$ cat src/rtl/dds_sweep_controller.sv
// dds_sweep_controller
// Avalon-MM programmable phase accumulator that feeds the 10-bit phase input
// of phase_to_amplitude_converter. Two modes: continuous tone at the live FTW
// register, or a linear frequency sweep from FTW to FTW_END in STEP increments,
// holding each tuning word for DWELL samples.
// Optional feature macro: DDS_SWEEP_IRQ_EN adds the irq output and the
// read/write IRQ mask bit CTRL[4]; without it CTRL[4] reads 0.
module dds_sweep_controller #(
   parameter int ACC_W   = 32,
   parameter int DWELL_W = 16
) (
   input  logic        clk,
   input  logic        rst,
   input  logic [2:0]  avs_address,
   input  logic        avs_write,
   input  logic [31:0] avs_writedata,
   input  logic        avs_read,
   output logic [31:0] avs_readdata,
   output logic [9:0]  phase_out,
   output logic        phase_valid,
`ifdef DDS_SWEEP_IRQ_EN
   output logic        busy,
   output logic        irq
`else
   output logic        busy
`endif
);

   localparam logic [2:0] A_CTRL    = 3'd0;
   localparam logic [2:0] A_FTW     = 3'd1;
   localparam logic [2:0] A_FTW_END = 3'd2;
   localparam logic [2:0] A_STEP    = 3'd3;
   localparam logic [2:0] A_DWELL   = 3'd4;
   localparam logic [2:0] A_STATUS  = 3'd5;
   localparam logic [2:0] A_OFFSET  = 3'd6;

   typedef enum logic [1:0] {
      S_IDLE  = 2'd0,
      S_RUN   = 2'd1,
      S_SWEEP = 2'd2,
      S_FIN   = 2'd3
   } state_t;

   // Programmable registers
   logic               r_mode;
   logic               r_repeat;
   logic [ACC_W-1:0]   r_ftw;
   logic [ACC_W-1:0]   r_ftw_end;
   logic [ACC_W-1:0]   r_step;
   logic [DWELL_W-1:0] r_dwell;
   logic [9:0]         r_offset;
   logic               w_irq_mask;

   // Sequencer state
   state_t             r_state;
   logic [ACC_W-1:0]   r_acc;
   logic [ACC_W-1:0]   r_cur_ftw;
   logic [DWELL_W-1:0] r_dwell_cnt;
   logic               r_done;

   // Registered outputs
   logic [9:0]         r_phase_out;
   logic               r_phase_valid;
   logic [31:0]        r_readdata;

   // Decoded bus events
   logic               w_wr_ctrl;
   logic               w_stop;
   logic               w_start;
   logic               w_done_clr;
   logic               w_active;

   // Sweep arithmetic
   logic [ACC_W:0]     w_step_sum;
   logic [ACC_W-1:0]   w_next_ftw;
   logic [DWELL_W-1:0] w_dwell_last;
   logic               w_dwell_exp;
   logic [9:0]         w_phase_next;
   logic [31:0]        w_rd_data;

   assign w_wr_ctrl  = avs_write && (avs_address == A_CTRL);
   assign w_stop     = w_wr_ctrl && avs_writedata[1];
   // STOP has priority when both control bits arrive in the same write
   assign w_start    = w_wr_ctrl && avs_writedata[0] && !avs_writedata[1];
   assign w_done_clr = avs_write && (avs_address == A_STATUS) && avs_writedata[1];
   assign w_active   = (r_state == S_RUN) || (r_state == S_SWEEP);

   // One extra bit on the sum so an overflowing step still clamps to FTW_END
   assign w_step_sum   = {1'b0, r_cur_ftw} + {1'b0, r_step};
   assign w_next_ftw   = (w_step_sum > {1'b0, r_ftw_end}) ? r_ftw_end : w_step_sum[ACC_W-1:0];
   // A DWELL of 0 dwells for one sample, same as 1
   assign w_dwell_last = (r_dwell == '0) ? '0 : (r_dwell - DWELL_W'(1));
   // >= keeps a mid-dwell shrink of DWELL from running the counter around
   assign w_dwell_exp  = (r_dwell_cnt >= w_dwell_last);
   assign w_phase_next = r_acc[ACC_W-1 -: 10] + r_offset;

`ifdef DDS_SWEEP_IRQ_EN
   logic r_irq_mask;
   assign w_irq_mask = r_irq_mask;
   assign irq        = r_done & r_irq_mask;
`else
   assign w_irq_mask = 1'b0;
`endif

   assign busy         = w_active;
   assign phase_out    = r_phase_out;
   assign phase_valid  = r_phase_valid;
   assign avs_readdata = r_readdata;

   // Register file: CPU writes to configuration registers
   always_ff @(posedge clk or posedge rst) begin
      if (rst) begin
         r_mode    <= 1'b0;
         r_repeat  <= 1'b0;
         r_ftw     <= '0;
         r_ftw_end <= '0;
         r_step    <= '0;
         r_dwell   <= '0;
         r_offset  <= 10'd0;
`ifdef DDS_SWEEP_IRQ_EN
         r_irq_mask <= 1'b0;
`endif
      end else if (avs_write) begin
         case (avs_address)
            A_CTRL: begin
               r_mode   <= avs_writedata[2];
               r_repeat <= avs_writedata[3];
`ifdef DDS_SWEEP_IRQ_EN
               r_irq_mask <= avs_writedata[4];
`endif
            end
            A_FTW:     r_ftw     <= avs_writedata[ACC_W-1:0];
            A_FTW_END: r_ftw_end <= avs_writedata[ACC_W-1:0];
            A_STEP:    r_step    <= avs_writedata[ACC_W-1:0];
            A_DWELL:   r_dwell   <= avs_writedata[DWELL_W-1:0];
            A_OFFSET:  r_offset  <= avs_writedata[9:0];
            default:   r_offset  <= r_offset;
         endcase
      end else begin
         r_offset <= r_offset;
      end
   end

   // Read mux: current register contents for the addressed word
   always_comb begin
      w_rd_data = 32'd0;
      case (avs_address)
         A_CTRL:    w_rd_data = {27'd0, w_irq_mask, r_repeat, r_mode, 2'b00};
         A_FTW:     w_rd_data = 32'(r_ftw);
         A_FTW_END: w_rd_data = 32'(r_ftw_end);
         A_STEP:    w_rd_data = 32'(r_step);
         A_DWELL:   w_rd_data = 32'(r_dwell);
         A_STATUS:  w_rd_data = {28'd0, 2'(r_state), r_done, w_active};
         A_OFFSET:  w_rd_data = {22'd0, r_offset};
         default:   w_rd_data = 32'd0;
      endcase
   end

   // Read data register: one-cycle latency, holds between reads
   always_ff @(posedge clk or posedge rst) begin
      if (rst) begin
         r_readdata <= 32'd0;
      end else if (avs_read) begin
         r_readdata <= w_rd_data;
      end else begin
         r_readdata <= r_readdata;
      end
   end

   // Sequencer FSM with phase accumulator, sweep stepping and output pipeline
   always_ff @(posedge clk or posedge rst) begin
      if (rst) begin
         r_state       <= S_IDLE;
         r_acc         <= '0;
         r_cur_ftw     <= '0;
         r_dwell_cnt   <= '0;
         r_done        <= 1'b0;
         r_phase_out   <= 10'd0;
         r_phase_valid <= 1'b0;
      end else begin
         // Output stage samples the accumulator before this edge's update
         if (w_active) begin
            r_phase_out <= w_phase_next;
         end else begin
            r_phase_out <= r_phase_out;
         end
         r_phase_valid <= w_active && !w_stop;

         // Clear first so a coincident end-of-sweep set below wins
         if (w_done_clr) begin
            r_done <= 1'b0;
         end else begin
            r_done <= r_done;
         end

         if (w_stop) begin
            r_state     <= S_IDLE;
            r_acc       <= '0;
            r_dwell_cnt <= '0;
         end else if (w_start) begin
            r_acc       <= '0;
            r_cur_ftw   <= r_ftw;
            r_dwell_cnt <= '0;
            r_state     <= avs_writedata[2] ? S_SWEEP : S_RUN;
         end else begin
            case (r_state)
               S_IDLE: begin
                  r_acc <= '0;
               end
               S_RUN: begin
                  // Live FTW lets software hop frequency without a restart
                  r_acc <= r_acc + r_ftw;
               end
               S_SWEEP: begin
                  r_acc <= r_acc + r_cur_ftw;
                  if (w_dwell_exp) begin
                     r_dwell_cnt <= '0;
                     if (r_cur_ftw >= r_ftw_end) begin
                        if (r_repeat) begin
                           r_cur_ftw <= r_ftw;
                        end else begin
                           r_state <= S_FIN;
                           r_done  <= 1'b1;
                        end
                     end else begin
                        r_cur_ftw <= w_next_ftw;
                     end
                  end else begin
                     r_dwell_cnt <= r_dwell_cnt + DWELL_W'(1);
                  end
               end
               S_FIN: begin
                  r_acc <= r_acc;
               end
               default: begin
                  r_state <= S_IDLE;
               end
            endcase
         end
      end
   end

endmodule
$ cat config.mk
export PLATFORM = sky130hd
export DESIGN_NAME = dds_sweep_controller
export DESIGN_NICKNAME = d
export VERILOG_FILES = /design/src/rtl/dds_sweep_controller.sv
export SDC_FILE = /design/constraint.sdc
export NUM_CORES = 1
export LEC_CHECK = 0
export ABC_AREA = 0
export BUFFER_PORTS_ARGS = -buffer_cell sky130_fd_sc_hd__buf_2
export CORE_MARGIN = 2
export CORE_UTILIZATION = 42
export DETAILED_ROUTE_END_ITERATION = 10
export PLACE_DENSITY = 0.63
export SLEW_MARGIN = 5
export SYNTH_ARGS = -nofsm -noshare
export SYNTH_HDL_FRONTEND = slang
export SYNTH_SLANG_ARGS = --single-unit
$ cat constraint.sdc
create_clock -name clk -period 8.2 [get_ports clk]
set_input_delay 1.23 -clock clk [delete_from_list [all_inputs] [get_ports clk]]
set_output_delay 1.23 -clock clk [all_outputs]
set_load 0.02 [all_outputs]
### Word level (Yosys, flattened, before mapping)

Index checks and enable logic that the tools add are counted.

| operators by class | value |
|---|---|
| $add $sub $neg | 6 |
| equal/unequal tests | 12 |
| reductions and logical operators | 26 |
| mux-type cells | 29 |
| order comparisons | 3 |
| bitwise operators | 1 |

Operator list:

| kind | count |
|---|---|
| $mux W32 | 8 |
| $pmux W32 S7 | 1 |
| $pmux W32 S3 | 1 |
| $mux W16 | 5 |
| $add A32 B32 Y32 | 2 |
| $add A32 B32 Y33 | 1 |
| $gt A33 B32 Y1 | 1 |
| $ge A32 B32 Y1 | 1 |
| $add A16 B1 Y16 const B | 1 |
| $ge A16 B16 Y1 | 1 |
| $logic_not A16 Y1 | 1 |
| $sub A16 B1 Y16 const B | 1 |
| $mux W2 | 7 |
| $reduce_and A2 Y1 | 6 |
| $add A10 B10 Y10 | 1 |
| $eq A3 B3 Y1 const B | 3 |
| $reduce_bool A3 Y1 | 3 |
| $reduce_and A4 Y1 | 2 |
| $logic_and A1 B1 Y1 | 7 |
| $mux W1 | 7 |
| $eq A3 B2 Y1 const B | 2 |
| $ne A3 B3 Y1 const B | 2 |
| $eq A2 B2 Y1 const B | 2 |
| $reduce_bool A2 Y1 | 2 |
| 8 further kinds | 9 |

| storage, ports and cells | value |
|---|---|
| word-level logic and storage cells | 92 |
| register bits after elaboration | 250 |

### Longest topological paths before layout

Gate-level depths: netlist (run 1).

| depth | value |
|---|---|
| word-level depth | 10 |
| mapped depth | 24 |
| depth with buffers taken out | 22 |

### Worst setup path after synthesis (run 1)

No wires, ideal clock.

| timing | value |
|---|---|
| path type | register -> register |
| start | register r_cur_ftw[4] |
| end | register r_cur_ftw[26] |
| arrival time | 4.749 ns |
| path buffers | 1 |
| setup slack | 3.319 ns |
| stages on the path, launching flop included | 24 |
| library setup time | 0.132 ns |
| cell sequence | dfrtp_1 -> ha_1 -> or4_1 -> o311ai_0 -> nor2_1 -> a31o_1 -> a21oi_2 -> a21oi_1 -> a211o_1 -> a21oi_1 -> xor2_1 -> inv_1 -> ha_1 -> a2111oi_0 -> nand2_1 -> o22ai_1 -> and4b_1 -> o21ai_0 -> a21bo_2 -> o41ai_4 -> buf_6 -> and2_2 -> a221oi_1 -> o21ai_1 |

| on the way | value |
|---|---|
| longest elaborated chain between the ends | 7 |

RTL lines:

| item | RTL line | text |
|---|---|---|
| start, declared | 57 | `logic [ACC_W-1:0] r_cur_ftw;` |
| start signal, assigned | 202 | `r_cur_ftw <= r_ftw;` |
| start signal, assigned | 220 | `r_cur_ftw <= r_ftw;` |
| start signal, assigned | 226 | `r_cur_ftw <= w_next_ftw;` |
| $add A32 B32 Y33 | 89 | `assign w_step_sum = {1'b0, r_cur_ftw} + {1'b0, r_step};` |
| $gt A33 B32 Y1 | 90 | `assign w_next_ftw = (w_step_sum > {1'b0, r_ftw_end}) ? r_ftw_end : w_step_sum[ACC_W-1:0];` |
| $mux W32 | 90 |  |
| $mux W32 | 218 | `if (r_cur_ftw >= r_ftw_end) begin` |
| $mux W32 | 216 | `if (w_dwell_exp) begin` |
| $mux W32 | 206 | `case (r_state)` |
| $mux W32 | 200 | `end else if (w_start) begin` |

Several ways; a longest one is shown, not always the timed one. The select of a mux whose other input is x is not followed.
A chain may end at the register's enable or synchronous reset.

### Worst setup path in the final report (run 1)

| timing | value |
|---|---|
| start | register r_step[4] |
| end | register r_cur_ftw[2] |

| on the way | value |
|---|---|
| longest elaborated chain between the ends | 7 |

RTL lines:

| item | RTL line | text |
|---|---|---|
| start, declared | 49 | `logic [ACC_W-1:0] r_step;` |
| start signal, assigned | 134 | `A_STEP: r_step <= avs_writedata[ACC_W-1:0];` |
| $add A32 B32 Y33 | 89 |  |
| $gt A33 B32 Y1 | 90 |  |
| $mux W32 | 90 |  |
| $mux W32 | 218 |  |
| $mux W32 | 216 |  |
| $mux W32 | 206 |  |
| $mux W32 | 200 |  |

Every way passes these cells. The select of a mux whose other input is x is not followed.

==> flow_summary.json, run 1 <==
{
  "synthMuxAreaShare_pct": 11.4,
  "syn_to_final_growth_pct": 11.6,
  "die_area_mm2": 0.0425,
  "max-clock-path-buffers": 3,
  "dp.cells": 2353,
  "async_flop_share_pct": 100,
  "yosys_warnings": 0,
  "vias": 14003,
  "timing.final.ws_setup_ps": 2200,
  "cts_tree": "yes",
  "path_buf_inv": 2,
  "synth_common_cells": "dfrtp_1, nand2_1, ha_1",
  "synth_largest_area_cell": "dfrtp_1",
  "start_util_pct": 42.3,
  "io_pins": 83,
  "synthAdderAreaFrac_pct": 11.7,
  "critPathTopFamily": "compound AO/OA/AOI/OAI gates",
  "setup_viol": 0,
  "ys_ff_latch": 250,
  "grt_max_degree": 172,
  "finalCriticalPeriod_ps": 6000,
  "synth.avg_cell_area_um2": 9.54,
  "slew_violations": 0,
  "ant_nets": 0,
  "dpl.hpwl_mm": 35.6,
  "fmax_mhz": 167,
  "hold_path_class": "reg2reg",
  "avgRoutedWirePerCell_um": 20.3,
  "wl_mm": 49.0,
  "globalRoute.totalOverflow": 0,
  "arrival_ps": 6440,
  "synth-compound-area-share_pct": 19.6,
  "utilization_pct": 47.2,
  "hold_depth": 2,
  "ir_drop_uv": 261,
  "synth_cell_types": 83,
  "ctsResizeCount": 0,
  "clk_latency_ps": 570,
  "synth_ff_type": "dfrtp_1",
  "io_buffers": 82,
  "endpoint_kind": "flop",
  "drive_above_1_share_pct": 18.2,
  "tns_ps": 0,
  "start_kind": "flop",
  "htree_levels": 1,
  "antenna_found_initial": 0,
  "synthCells": 1800,
  "drt_iter0_drc": 954,
  "critPathMaxStageDelay_ps": 480,
  "cap_violations": 0,
  "required_ps": 8630,
  "hold_violations": 0,
  "r2r_cells": 23,
  "synth_xor_area_share_pct": 4.03,
  "worst_pin_slew_ps": 1210,
  "num_rows": 74,
  "fin_skew_ps": 14.0,
  "synth_edf_count": 0,
  "grt_pass1_vias": 13650,
  "crit_type": "reg2reg",
  "remaining_drc_errors": 0,
  "synth_nets": 1998,
  "routed_via_density": 5.82,
  "postCtsSetupBuffers": 0,
  "clk_pin_slew_worst_paths_ps": 60,
  "fillers": 3795,
  "path_cells": "ha_1 -> or4_1 -> o311ai_0 -> nor2_1 -> a31o_1 -> a21oi_2 -> a21oi_1 -> a211o_1 -> a21oi_1 -> xor2_1 -> inv_1 -> ha_1 -> a2111oi_0 -> nand2_1 -> o22ai_1 -> and4b_1 -> o21ai_0 -> a21bo_2 -> o41ai_4 -> buf_4 -> mux2_1 -> mux2i_1 -> o21ai_1",
  "yosysMostFrequentCell": "dfrtp_1",
  "cts_root_buffer": "clkbuf_16",
  "cts_made_buffers": 29,
  "maxSlewHeadroom_pct": 18.9,
  "grt_first_pass_wirelength_mm": 77.2,
  "synth.area.top_cells": "dfrtp_1, ha_1, mux2_2",
  "critical_path_depth": 23,
  "netlist_area_mm2": 0.0172,
  "ys_seq_area_share_pct": 36.4,
  "crit_fanout": 17,
  "nNetsFinal": 2050,
  "die_w_um": 206,
  "drt-pass1-iter-count": 5,
  "core_mm2": 0.0406,
  "rsz0062_at_grt": "no",
  "p_per_area_mw_per_mm2": 390,
  "synth_top_area_share_pct": 36.4,
  "status": "finished, final reports clean",
  "cpMaxStageDelayCell": "or4_1",
  "cts_sinks": 250,
  "fin_hold_ws_ps": 478,
  "die_h_um": 206,
  "fin_cells": 2408,
  "leakagePower_nw": 9.00,
  "synth_top_family_by_area": "compound AO/OA/AOI/OAI gates",
  "pre_cts_slack_ps": 2330,
  "grt_usage_pct": 23.1,
  "holdBufCountCts": 0,
  "finalWeightedCongestion": 0.900,
  "yosys.area_share.simple_pct": 12.9,
  "fin_crit_sh_pct": 73.2
}
[tightest hold or removal path: stages (launching register included)]
cell and delay (ps):
dfrtp_1 340, nand2_1 50, o21ai_0 60
[per-layer routing]
| metal | GRT usage (%) | share of wire [%] | vias to the layer above |
|---|---|---|---|
| met5 | 0 | 0 | - |
| met4 | 7.88 | 3.1 | 0 |
| met3 | 2.74 | 5.1 | 77 |
| met2 | 37.2 | 46 | 355 |
| met1 | 32.0 | 46 | 6920 |
| li1 | - | - | 6651 |
[power breakdown]
part           total [mW]  internal, mW  leakage (nW)  switching [mW]
combinational        4.11          1.74          5.32            2.37
sequential           1.91          1.57          3.15           0.343
clock                1.45         0.883         0.522           0.564
total                7.47          4.19          9.00            3.28
[registers in the layout (all words and copies together), names as in the netlist, 16 cells and up]
name	count
r_step	32
r_ftw_end	32
avs_readdata	32
r_dwell_cnt	16
r_dwell	16
r_ftw	32
r_cur_ftw	32
r_acc	32
[cells by family after synthesis]
| kind of cell | Yosys count |
|---|---|
| buf+inv | 172 |
| compound gates | 498 |
| xor+xnor | 79 |
| flops | 250 |
| simple gates | 466 |
| fa+ha+maj | 159 |
| mux | 176 |
[through the flow]
stage	total power [mW]	cell area (µm²)
final	7.47	19200
after global routing	8.02	19200
after CTS	7.45	19200
after detailed placement	5.97	18100
after global placement	5.89	18100
after floorplan	5.00	17200
[placed cells by master (no fill, tap or decap), types with 6 or more instances in the layout]
cell type,netlist,final
a211o_1,6,6
a211oi_1,9,9
a211oi_2,17,17
a21o_1,53,53
a21oi_1,87,87
a221oi_1,9,9
a22o_1,6,6
a22oi_1,27,27
a31oi_1,6,6
and2_1,13,13
and3_1,9,9
buf_2,8,82
buf_4,0,13
bufinv_16,0,6
clkbuf_16,0,29
clkinv_2,0,7
dfrtp_1,250,250
ha_1,156,155
inv_1,97,96
mux2_2,133,133
mux2i_1,37,37
nand2_1,177,177
nand2b_1,17,17
nand3_1,35,34
nand4_1,18,18
nor2_1,105,105
nor2b_1,22,20
nor3_1,22,22
nor4_1,9,8
o211ai_1,8,8
o21a_1,14,14
o21ai_0,145,145
o21ai_1,9,9
o21bai_1,11,11
o221ai_1,6,6
o22ai_1,29,29
o31ai_1,8,8
or2_2,7,7
xnor2_1,37,37
xor2_1,42,42
[path summary, 6_finish.rpt]
path / from / endpoint / slack (ps)
min in group asynchronous: rst / r_dwell_cnt[0] / 710
min reg2reg: phase_out[6] / phase_out[6] / 480
max reg2reg: r_step[4] / r_cur_ftw[2] / 2200
min: phase_out[6] / phase_out[6] / 480
max: r_step[4] / r_cur_ftw[2] / 2200
max in group asynchronous: rst / r_acc[16] / 6050
[layout make-up]
type                    count  area [µm²]  share of cell area (%)
diodes                      1        2.50                  0.0131
clock inverters            19         267                    1.39
flip-flops and latches    250        6260                    32.7
well taps                 532         666                    3.48
repair buffers             96         528                    2.76
clock buffers              35         798                    4.17
inverters                  97         372                    1.94
multi-input cells        1378       10300                    53.6
(Power assumes the default switching activity.)
==> run 2: changes to the inputs <==
==> constraint.sdc (replaced) <==
create_clock -name clk -period 5.07 [get_ports clk]
set_input_delay 0.7605 -clock clk [delete_from_list [all_inputs] [get_ports clk]]
set_output_delay 0.7605 -clock clk [all_outputs]
set_load 0.02 [all_outputs]
==> run 2 against run 1 <==
  * Critical path depth increased by 1
  * Final area increased by 5.8%
  * Register-to-register slack got worse by 2100 ps
  * Flip-flop and latch count unchanged
  * Critical path type unchanged
==> flow_summary.json, run 2 (same netlist as run 1, synthesis figures left out) <==
{
  "pre_cts_slack_ps": -315,
  "start_util_pct": 42.3,
  "htree_levels": 1,
  "status": "finished, final reports clean",
  "clk_latency_ps": 560,
  "finalWeightedCongestion": 0.879,
  "fin_crit_sh_pct": 99.1,
  "ant_nets": 0,
  "drt-pass1-iter-count": 5,
  "crit_type": "reg2reg",
  "max-clock-path-buffers": 3,
  "num_rows": 74,
  "ir_drop_uv": 433,
  "grt_usage_pct": 23.8,
  "arrival_ps": 5470,
  "io_pins": 83,
  "die_h_um": 206,
  "core_mm2": 0.0406,
  "cts_tree": "yes",
  "cap_violations": 0,
  "tns_ps": 0,
  "grt_max_degree": 116,
  "avgRoutedWirePerCell_um": 20.4,
  "hold_violations": 0,
  "remaining_drc_errors": 0,
  "die_area_mm2": 0.0425,
  "io_buffers": 82,
  "fin_skew_ps": 9.05,
  "leakagePower_nw": 9.56,
  "drive_above_1_share_pct": 24.4,
  "dpl.hpwl_mm": 37.4,
  "cts_sinks": 250,
  "drt_iter0_drc": 962,
  "p_per_area_mw_per_mm2": 675,
  "vias": 14466,
  "final_common_cell": "dfrtp_1",
  "crit_fanout": 7,
  "dp.cells": 2443,
  "final_cell_mix": "dfrtp_1, nand2_1, ha_1",
  "n_antenna_cell": 0,
  "routed_via_density": 5.77,
  "setup_viol": 0,
  "maxSlewHeadroom_pct": 40.7,
  "clk_pin_slew_worst_paths_ps": 60,
  "globalRoute.totalOverflow": 0,
  "start_kind": "flop",
  "grt_pass1_vias": 14154,
  "timing.final.ws_setup_ps": 47.8,
  "rsz0062_at_grt": "yes",
  "nNetsFinal": 2151,
  "finalCriticalPeriod_ps": 5020,
  "die_w_um": 206,
  "slew_violations": 0,
  "antenna_found_initial": 0,
  "syn_to_final_growth_pct": 18.0,
  "grt_first_pass_wirelength_mm": 79.2,
  "worst_pin_slew_ps": 889,
  "fin_cells": 2506,
  "endpoint_kind": "flop",
  "fmax_mhz": 199,
  "wl_mm": 51.0,
  "required_ps": 5510,
  "hold_path_class": "in2async",
  "p_total_mw": 13.7,
  "cts_made_buffers": 28,
  "holdBufCountCts": 0,
  "cts_root_buffer": "clkbuf_16"
}
==> run 2: report_power, final <==
group	internal, mW	total, mW	switching, mW
sequential	2.54	3.07	0.529
combinational	3.92	8.27	4.35
clock	1.45	2.34	0.884
total	7.92	13.7	5.76
==> run 2: layout make-up <==
| class | count | area (µm²) |
|---|---|---|
| Fill cell | 3689 | 20300 |
| Clock inverter | 16 | 265 |
| Tap cell | 532 | 666 |
| Clock buffer | 35 | 788 |
| Sequential cell | 250 | 6260 |
| Timing Repair Buffer | 198 | 1390 |
| Inverter | 97 | 368 |
| Multi-Input combinational cell | 1378 | 10500 |
==> run 2: worst max-delay path, stage by stage, from the launching register on <==
cell and delay (ps):
dfrtp_1 390, ha_2 210, fa_2 400, a21oi_2 150
nand4b_1 170, nand3_2 160, a21oi_4 260, buf_4 150
o31a_2 180, o221ai_1 170, xor2_1 220, ha_1 320
nand4_1 110, nor2_1 130, buf_4 160, nand2_1 50
nor4_1 260, buf_4 180, mux2_2 140, a21bo_2 140
o41ai_4 180, buf_12 220, mux2_4 290, mux2i_1 160
o21ai_1 80
==> run 2: metal layers <==
layer	global-route usage, %	part of all wire (%)	vias up
met1	32.8	46	7130
met4	7.04	2.6	0
li1	-	-	6871
met3	2.43	4.9	73
met5	0	0	-
met2	39.4	46	392
==> run 2: worst paths after layout <==
kind	from	end	slack, ps	cells after the start
max	r_step[0]	r_cur_ftw[2]	50	24
min	rst	r_dwell_cnt[3]	230	2
max reg2reg	r_step[0]	r_cur_ftw[2]	50	24
min reg2reg	phase_out[7]	phase_out[7]	480	2
max in group asynchronous	rst	r_acc[22]	3820	3
min in group clk	avs_writedata[23]	r_ftw_end[23]	430	3
==> run 2: metrics by stage <==
stage	hold slack, ps	util (%)	area [µm²]
2_1_floorplan	441	-	17200
3_3_place_gp	462	46.4	18800
3_5_place_dp	469	46.4	18800
4_1_cts	225	49.4	20100
5_1_grt	259	50.0	20300
6_report	231	50.0	20300
==> run 2: repair_timing <==
| action | in CTS | in global routing |
|---|---|---|
| buffers inserted | 6 | 5 |
| setup endpoints to repair | 32 | 32 |
| gates cloned | 1 | 0 |
| gates resized for setup | 15 | 42 |
| pin swaps | 9 | 39 |
==> run 3: changes to the inputs <==
--- a/config.mk
+++ b/config.mk
@@ -5,13 +5,12 @@
 export SDC_FILE = /design/constraint.sdc
 export NUM_CORES = 1
 export LEC_CHECK = 0
-export ABC_AREA = 0
+export ABC_AREA = 1
 export BUFFER_PORTS_ARGS = -buffer_cell sky130_fd_sc_hd__buf_2
 export CORE_MARGIN = 2
 export CORE_UTILIZATION = 42
 export DETAILED_ROUTE_END_ITERATION = 10
 export PLACE_DENSITY = 0.63
-export SLEW_MARGIN = 5
 export SYNTH_ARGS = -nofsm -noshare
 export SYNTH_HDL_FRONTEND = slang
 export SYNTH_SLANG_ARGS = --single-unit
==> run 3 against run 2 <==
  * Core utilization shrank 2.8 points
  * Sequential share of layout area grew 0.92 points
  * Critical endpoint is now r_cur_ftw[30]
  * Maximum frequency grew 14%
  * Worst setup slack gained 610 ps
  * Sequential power shrank 3%
  * Register-to-register slack gained 610 ps
  * Die area grew 3.1%
  * Largest power group unchanged
  * Combinational power shrank 13%
  * Clock skew grew 34 ps
  * Final cell count grew 22%
  * Synthesized area grew 3.1%
  * Hold slack lost 190 ps
  * Critical path type unchanged
==> flow_summary.json, run 3 <==
{
  "status": "finished, final reports clean",
  "crit_type": "reg2reg",
  "hold_violations": 0,
  "start_util_pct": 42.4,
  "arrival_ps": 4870,
  "final_common_cell": "nand2_1",
  "path_buf_inv": 1,
  "netlist_area_mm2": 0.0177,
  "grt_max_degree": 132,
  "wl_mm": 57.1,
  "maxSlewHeadroom_pct": 20.0,
  "setup_viol": 0,
  "fillers": 4219,
  "synth_largest_area_cell": "dfrtp_1",
  "die_area_mm2": 0.0438,
  "n_antenna_cell": 0,
  "synth_top_area_share_pct": 35.3,
  "cp_common_cell": "nand2_1",
  "fin_cells": 3066,
  "yosys_warnings": 0,
  "grt_pass1_vias": 15967,
  "core_mm2": 0.0418,
  "die_w_um": 209,
  "ys_seq_area_share_pct": 35.3,
  "r2r-start": "r_step[0]",
  "worst_pin_slew_ps": 1200,
  "p_per_area_mw_per_mm2": 634,
  "syn_to_final_growth_pct": 11.1,
  "endpoint_kind": "flop",
  "cts_made_buffers": 30,
  "crit_fanout": 32,
  "leakagePower_nw": 10.0,
  "cpMaxStageDelayCell": "nand2_4",
  "htree_levels": 1,
  "fmax_mhz": 227,
  "multi_input_area_mm2": 0.0101,
  "grt_first_pass_wirelength_mm": 89.1,
  "final_cell_mix": "nand2_1, inv_1, o21ai_0",
  "synth_cell_types": 53,
  "utilization_pct": 47.1,
  "io_pins": 83,
  "ys_ff_latch": 250,
  "holdBufCountCts": 0,
  "yosysMostFrequentCell": "nand2_1",
  "drive_above_1_share_pct": 8.39,
  "synth_common_cells": "nand2_1, inv_1, o21ai_0",
  "ctsResizeCount": 0,
  "drt_iter0_drc": 1128,
  "dp.cells": 3010,
  "avgRoutedWirePerCell_um": 18.6,
  "regArea_mm2": 0.00626,
  "finalWeightedCongestion": 0.966,
  "ir_drop_uv": 558,
  "r2r_cells": 24,
  "synthCells": 2449,
  "synth_edf_count": 0,
  "synth_nets": 2647,
  "fin_crit_sh_pct": 87.0,
  "rsz0062_at_grt": "no",
  "ant_nets": 0,
  "nNetsFinal": 2701,
  "synth_ff_type": "dfrtp_1",
  "die_h_um": 209,
  "routed_via_density": 5.41,
  "critPathMaxStageDelay_ps": 430,
  "vias": 16599,
  "globalRoute.totalOverflow": 0,
  "slew_violations": 0,
  "io_buffers": 82,
  "postCtsSetupBuffers": 0,
  "drt-pass1-iter-count": 5,
  "finalCriticalPeriod_ps": 4410,
  "cts_sinks": 250,
  "async_flop_share_pct": 100,
  "start_kind": "flop",
  "antenna_found_initial": 1,
  "hold_path_class": "in2async",
  "remaining_drc_errors": 0,
  "clk_latency_ps": 610,
  "cap_violations": 0,
  "cts_tree": "yes",
  "regToRegSetupSlack_ps": 660,
  "max-clock-path-buffers": 3,
  "num_rows": 75,
  "grt_usage_pct": 25.9,
  "synth.avg_cell_area_um2": 7.23,
  "cts_root_buffer": "clkbuf_16",
  "clk_pin_slew_worst_paths_ps": 60,
  "r2r-end": "r_cur_ftw[30]",
  "synth.area.top_cells": "dfrtp_1, nand2_1, ha_1",
  "critPathTopFamily": "simple AND/OR/NAND/NOR gates",
  "tns_ps": 0,
  "dpl.hpwl_mm": 42.5,
  "path_cells": "ha_1 -> fa_1 -> nand2_1 -> inv_2 -> nand2_1 -> nand2_1 -> a21oi_1 -> o21bai_1 -> nand2_1 -> nand2_1 -> nand2_1 -> nand2_1 -> ha_1 -> nand2_1 -> nor2_1 -> nand3_1 -> nor4_1 -> nand4_2 -> nand2_4 -> nand2_1 -> nand3_1 -> nand2_1 -> nand2_1 -> nand2_1",
  "required_ps": 5530,
  "fin_skew_ps": 42.7,
  "crit_start": "r_step[0]"
}
-- run 3: changes by cell type in the layout (fill, tap and decap cells not counted), sizes merged, moves of 25 or more --
| cell | before | now |
|---|---|---|
| mux2i | 37 | 1 |
| inv | 97 | 286 |
| a211oi | 26 | 0 |
| mux2 | 137 | 27 |
| o21ai | 154 | 257 |
| a21o | 53 | 9 |
| a22oi | 27 | 0 |
| nand2 | 177 | 756 |
| xnor2 | 37 | 12 |
| buf | 197 | 96 |
| nor2 | 105 | 154 |
| nand3 | 35 | 160 |
-- run 3: cell type report --
cell class / instances / area share [%]
Clock buffer: 42 / 4.30
Inverter: 290 / 5.55
Clock inverter: 14 / 1.02
Multi-Input combinational cell: 1835 / 51.1
Sequential cell: 250 / 31.8
Timing Repair Buffer: 96 / 2.81
Tap cell: 539 / 3.43
-- run 3: kinds of logic (layout without fill, tap and decap cells) --
kind of cell    Yosys count  after routing  synth area share [%]
simple gates           1135           1135                  26.5
compound gates          469            469                  14.9
buf+inv                 364            442                  7.99
flops                   250            250                  35.3
fa+ha+maj               159            159                  11.4
xor+xnor                 44             44                  2.18
mux                      28             28                  1.77
-- run 3: per-layer routing --
metal	GRT usage, %	up-vias	share of wire, %
li1	-	8189	-
met1	35.7	7864	46
met5	0	-	0
met3	3.35	97	5.5
met2	42.3	449	45
met4	8.30	0	3.0
-- run 3: report_power, final --
| group | switching [mW] | internal, mW |
|---|---|---|
| Clock | 0.923 | 1.37 |
| Sequential | 0.498 | 2.48 |
| Combinational | 4.82 | 2.39 |
| Total | 6.24 | 6.24 |
-- run 3: metrics by stage --
step / worst slack (ps) / cell area, µm² / hold slack, ps / total power, mW
finish: 661 / 19700 / 44.2 / 12.5
CTS: 743 / 19700 / 18.1 / 12.4
global route: 360 / 19700 / 30.2 / 13.6
floorplan: 1020 / 17700 / 453 / 8.06
global placement: 877 / 18600 / 466 / 9.99
detailed placement: 812 / 18600 / 466 / 10.1
-- run 3: worst max-delay path by stage --
| stage | endpoint | slack (ps) | cells after the start |
|---|---|---|---|
| final | r_cur_ftw[30] | 660 | 24 |
| after CTS | r_cur_ftw[29] | 740 | 24 |
| after floorplan | avs_readdata[0] | 1020 | 1 |
| after global placement | r_cur_ftw[30] | 880 | 25 |
| after detailed placement | r_cur_ftw[30] | 810 | 24 |
| after global routing | r_cur_ftw[30] | 360 | 24 |
